$ cat config.mk
export PLATFORM = sky130hd
export DESIGN_NAME = sw_dev_if
export DESIGN_NICKNAME = d
export VERILOG_FILES = /design/src/rtl/sw_dev_if.sv
export SDC_FILE = /design/constraint.sdc
export NUM_CORES = 1
export LEC_CHECK = 0
export BUFFER_PORTS_ARGS = -buffer_cell sky130_fd_sc_hd__buf_2
export CAP_MARGIN = 20
export CORE_ASPECT_RATIO = 1.25
export CORE_UTILIZATION = 40
export CTS_CLUSTER_DIAMETER = 120
export DETAILED_ROUTE_END_ITERATION = 8
export MAX_ROUTING_LAYER = met4
export PLACE_DENSITY = 0.68
export SLEW_MARGIN = 20
export SYNTH_ARGS = -nofsm -noshare
export SYNTH_HDL_FRONTEND = slang
export SYNTH_SLANG_ARGS = --single-unit
$ cat constraint.sdc
create_clock -name clk_i -period 2.4 [get_ports clk_i]
set_clock_uncertainty 0.2 [all_clocks]
set_input_delay 0.12 -clock clk_i [delete_from_list [all_inputs] [get_ports clk_i]]
set_output_delay 0.12 -clock clk_i [all_outputs]
set_load 0.05 [all_outputs]
$ cat src/rtl/sw_dev_if.sv
// Device-side endpoint of a switch port. It bridges host valid/ready streams to the port's 4-phase TX/RX handshakes.
// Optional TX acknowledge timeout: define SW_DEV_IF_TIMEOUT_EN.
module sw_dev_if #(
  parameter int DW     = 4,
  parameter int AW_DEV = 2,
  parameter int TO_CYC = 16
) (
  input  logic               clk_i,
  input  logic               rst_ni,
  // host TX stream
  input  logic               tx_valid,
  output logic               tx_ready,
  input  logic [DW-1:0]      tx_data,
  input  logic [AW_DEV:0]    tx_adr,
  output logic               tx_done,
  output logic               tx_err,
  // port TX handshake (this block initiates)
  output logic               validtx,
  output logic [DW-1:0]      dat_tx,
  output logic [AW_DEV:0]    adr_tx,
  input  logic               acktx,
  // port RX handshake (this block responds)
  input  logic               validrx,
  input  logic [DW+AW_DEV:0] dat_rx,
  output logic               ackrx,
  // host RX stream
  output logic               rx_valid,
  input  logic               rx_ready,
  output logic [DW-1:0]      rx_data,
  output logic [AW_DEV:0]    rx_adr
);

  if (TO_CYC < 2) begin : g_bad_to_cyc
    $error("sw_dev_if: TO_CYC must be at least 2");
  end

  typedef enum logic [1:0] {T_IDLE, T_REQ, T_REL} tx_state_t;
  typedef enum logic       {R_IDLE, R_ACK}        rx_state_t;

  tx_state_t tx_state;
  rx_state_t rx_state;
  logic      ack_min;
  logic      to_hit;

`ifdef SW_DEV_IF_TIMEOUT_EN
  localparam int            CW      = $clog2(TO_CYC + 1);
  localparam logic [CW-1:0] TO_LAST = CW'(TO_CYC - 1);

  logic [CW-1:0] to_cnt;

  // acktx in the timeout cycle suppresses the timeout, so the ack always wins.
  assign to_hit = (tx_state == T_REQ) && !acktx && (to_cnt == TO_LAST);

  always_ff @(posedge clk_i or negedge rst_ni) begin
    if (!rst_ni) begin
      to_cnt <= '0;
      tx_err <= 1'b0;
    end else begin
      tx_err <= to_hit;
      if (tx_state == T_IDLE)
        to_cnt <= '0;
      else if ((tx_state == T_REQ) && !acktx && !to_hit)
        to_cnt <= to_cnt + CW'(1);
    end
  end
`else
  assign to_hit = 1'b0;
  assign tx_err = 1'b0;
`endif

  // TX initiator: registered outputs, one transfer in flight.
  always_ff @(posedge clk_i or negedge rst_ni) begin
    if (!rst_ni) begin
      // NOTE: the async reset clears validtx at once, abandoning a handshake in flight.
      tx_state <= T_IDLE;
      tx_ready <= 1'b1;
      validtx  <= 1'b0;
      dat_tx   <= '0;
      adr_tx   <= '0;
      tx_done  <= 1'b0;
    end else begin
      // NOTE: all state uses non-blocking updates, so every branch reads pre-edge values.
      tx_done <= 1'b0;
      case (tx_state)
        T_IDLE: begin
          if (tx_valid && tx_ready) begin
            dat_tx   <= tx_data;
            adr_tx   <= tx_adr;
            // A stale acktx defers the request until the port releases it.
            validtx  <= !acktx;
            tx_ready <= 1'b0;
            tx_state <= T_REQ;
          end
        end
        T_REQ: begin
          if (validtx && acktx) begin
            validtx  <= 1'b0;
            tx_state <= T_REL;
          end else if (to_hit) begin
            validtx  <= 1'b0;
            tx_ready <= 1'b1;
            tx_state <= T_IDLE;
          end else if (!validtx && !acktx) begin
            validtx <= 1'b1;
          end
        end
        T_REL: begin
          if (!acktx) begin
            tx_done  <= 1'b1;
            tx_ready <= 1'b1;
            tx_state <= T_IDLE;
          end
        end
        default: begin
          validtx  <= 1'b0;
          tx_ready <= 1'b1;
          tx_state <= T_IDLE;
        end
      endcase
    end
  end

  // RX responder: one-word buffer. ackrx is held at least two cycles for the port's edge detector.
  always_ff @(posedge clk_i or negedge rst_ni) begin
    if (!rst_ni) begin
      rx_state <= R_IDLE;
      ackrx    <= 1'b0;
      ack_min  <= 1'b0;
      rx_valid <= 1'b0;
      rx_data  <= '0;
      rx_adr   <= '0;
    end else begin
      case (rx_state)
        R_IDLE: begin
          if (validrx && (!rx_valid || rx_ready)) begin
            rx_data  <= dat_rx[DW-1:0];
            rx_adr   <= dat_rx[DW+AW_DEV:DW];
            rx_valid <= 1'b1;
            ackrx    <= 1'b1;
            ack_min  <= 1'b0;
            rx_state <= R_ACK;
          end else if (rx_valid && rx_ready) begin
            rx_valid <= 1'b0;
          end
        end
        R_ACK: begin
          if (rx_valid && rx_ready)
            rx_valid <= 1'b0;
          if (ack_min && !validrx) begin
            ackrx    <= 1'b0;
            rx_state <= R_IDLE;
          end else begin
            ack_min <= 1'b1;
          end
        end
        default: begin
          ackrx    <= 1'b0;
          rx_state <= R_IDLE;
        end
      endcase
    end
  end

endmodule

==> summary.md <==
| Metric | Value |
|---|---|
| Xor/xnor cell area share of the yosys netlist | `0%` |
| Gp weighted congestion | `~0.77` |
| Placed wire-length estimate | `1.25 mm` |
| Overall routing resource usage | `between 10% and 20%` |
| Wire length per cell | `11.6 um` |
| Final setup fails | `0` |
| Worst skew pair latency | `0.31 ns` |
| Main combinational cell family by area after synthesis | `multiplexers` |
| Commonest non-fill, non-tap cell in the layout | `buf_2` |
| CP startpoint kind | `flip-flop` |
| CTS Root Cell | `clkbuf_4` |
| Fmax | `525 MHz` |
| Antenna diode count | `0` |
| DRT Wirelength | `1.86 mm` |
| Inst Count DP | `approximately 140` |
| Sequential element share of the synthesized area | `59.1%` |
| Final Cycle Share | `79.4%` |
| Int Power | `814 uW` |
| Distinct cells, synth | `24` |
| Area delta synth->final | `42.2%` |
| CP Capture Type | `flip-flop` |
| Sw Share | `around half` |
| Clock tree buffer depth | `2` |
| Simple-Gate Fraction of Synth Area | `7.44%` |
| Non-Filler Instances | `160` |
| Full die area | `~2600 sq um` |
| CTS resizes | `0` |
| Slew Limit Headroom | `57.0%` |
| Syn Area/Cell | `13.6 sq um` |
| Pin count of the biggest net entering global routing | `24` |
| Slew @ Worst Pin | `~0.64 ns` |
| # port buffers | `38` |
| Max Cap Viol | `0` |
| Req. time, crit path | `2.40 ns` |
| DRC | `0` |
| Max-slew violations | `0` |
| Multiplexer share of the synthesized area | `between 15 and 20%` |
| Yosys reg bits | `23` |
| Syn_nets | `93` |
| Final nets | `roughly 150` |
| FP Rows | `19` |
| Compound-Gate Fraction of Synth Area | `8.21%` |
| Multi-input logic area | `338 sq um` |
| Pre-antenna DRT Iters | `5` |
| Tightest Hold Check Type | `input port to asynchronous set/reset pin` |
| Worst r2r path cells | `2` |
| CTS tree | `done` |
| Core ar. | `2260 sq um` |
| Synthesized cell area | `976 sq um` |
| Post-Synth Adder-Cell Area | `1.28%` |
| Antenna violations before repair | `0` |
| Die height | `57.2 um` |
| Worst IR Drop VDD | `0.000598 V` |
| Initial Util | `43.2%` |
| Post-Synthesis Cells | `between 70 and 80` |
| CP max FO | `10` |
| Status | `finished clean` |
| Filler cells | `~180` |
| DR iter-0 viols | `12` |
| Vias per Instance | `between 4 and 5` |
| Pwr Density | `1130 nW/um^2` |
| Vias in the first global route | `737` |
| CTS Buf Count | `3` |
| Commonest non-fill, non-tap cells in the layout | `buf_2, dfrtp_1, dlygate4sd3_1` |
| Tmin final | `1.91 ns` |
| Global route total overflow | `0` |
| DRT antenna net count | `0` |
| NetSw | `761 uW` |
| Reg clk slew, reported paths | `0.13 ns` |
| Hold buffer count at CTS | `19` |
| Crit path DAT | `approximately 1.9 ns` |
| Clock share of power | `roughly 11%` |
| Combinational Power Share | `51.6%` |
| Share of cells above drive strength 1 | `45.7%` |
| Leak | `0.000693 uW` |
| Top Ports | `40` |
| Sinks on Clock Net | `23` |
| Total number of vias | `754` |
| Unrepaired setup endpoints after global routing | `no` |
| Ys Warns | `0` |
| Die width | `~46 um` |
| Fin. Hold Viols | `0` |
| H-tree Lvls | `1` |
| WS Path Type | `flip-flop to flip-flop` |
| First-pass GRT wire length | `3.24 mm` |
| Sequential Area | `577 sq um` |
| Seq pwr share | `around 37%` |
| Setup Fix Bufs, Post-CTS | `0` |
| Final TNS setup | `0 ns` |
cells in the mapped netlist:
cell type  count  area share [%]
nor2_1         2            0.77
and3_1         2             1.3
o32a_1         1             1.0
conb_1         1            0.38
a22oi_1        1            0.77
a21o_1         2             1.5
ha_1           1             1.3
o22ai_1        1            0.64
nor2b_1        1            0.64
buf_6          2             2.3
dfrtp_1       22              56
nor4bb_4       1             2.6
nand3b_1       1            0.77
o21ai_0        3             1.5
dfstp_2        1             2.7
mux2_1         1             1.2
nand2_1        2            0.77
inv_1          7             2.7
mux2_2        14              16
a21oi_1        2             1.0
nand2b_1       1            0.64
buf_4          1            0.77
buf_2          1            0.51
o32ai_2        1             1.7
through the flow:
step	worst slack [ns]	hold WS (ns)	instance area [sq um]	utilization [%]	total power (uW)
global route	0.389	0.134	1390	61.4	1670
floorplan	0.558	-0.376	976	-	1210
global placement	0.540	-0.0868	1170	51.8	1370
detailed placement	0.494	-0.0861	1170	51.8	1390
finish	0.494	0.110	1390	61.4	1570
CTS	0.483	0.0914	1390	61.4	1590
flip-flops by register name, summed over array words and instances (netlist names), 2 cells and up:
register / cells
dat_tx: 4
rx_data: 4
adr_tx: 3
rx_adr: 3
tx_state: 2
metal layers:
layer,share of wire (%),track usage (%),vias up
met5,0,-,-
met4,0.86,8.40,0
met3,2.6,3.16,2
met2,55,28.0,15
met1,42,20.9,380
li1,-,-,357
final timing paths:
path / start / end / slack [ns]
max: tx_ready / adr_tx[0] / 0.49
min in group clk_i: adr_tx[1] / adr_tx[1] / 0.30
max in group asynchronous: rst_ni / tx_ready / 1.53
min reg2reg: adr_tx[1] / adr_tx[1] / 0.30
max reg2reg: tx_ready / adr_tx[0] / 0.49
min: rst_ni / dat_tx[0] / 0.11
power by group through the flow:
stage / logic (uW) / clock network, uW / registers, uW
CTS: 817 / 186 / 590
detailed placement: 792 / 0 / 599
finish: 812 / 174 / 588
global route: 855 / 200 / 612
global placement: 782 / 0 / 590
floorplan: 168 / 0 / 1040
worst max-delay path: stages, from the launching register on:
cell,delay [ns]
dfstp_2,0.57
nor4bb_4,0.63
mux2_2,0.40
cells by family after synthesis:
family	Yosys count
mux	15
other cells	1
fa+ha+maj	1
flops	23
simple gates	10
buf+inv	11
compound gates	11
final cells by class:
cell class | count | area share, %
clock buffers | 3 | 1.62
clock inverters | 1 | 0.361
inverters | 7 | 1.89
multi-input cells | 38 | 24.3
flip-flops and latches | 23 | 41.6
well taps | 31 | 2.80
repair buffers | 57 | 27.4
Note: power is estimated with default switching activity, not from simulation.
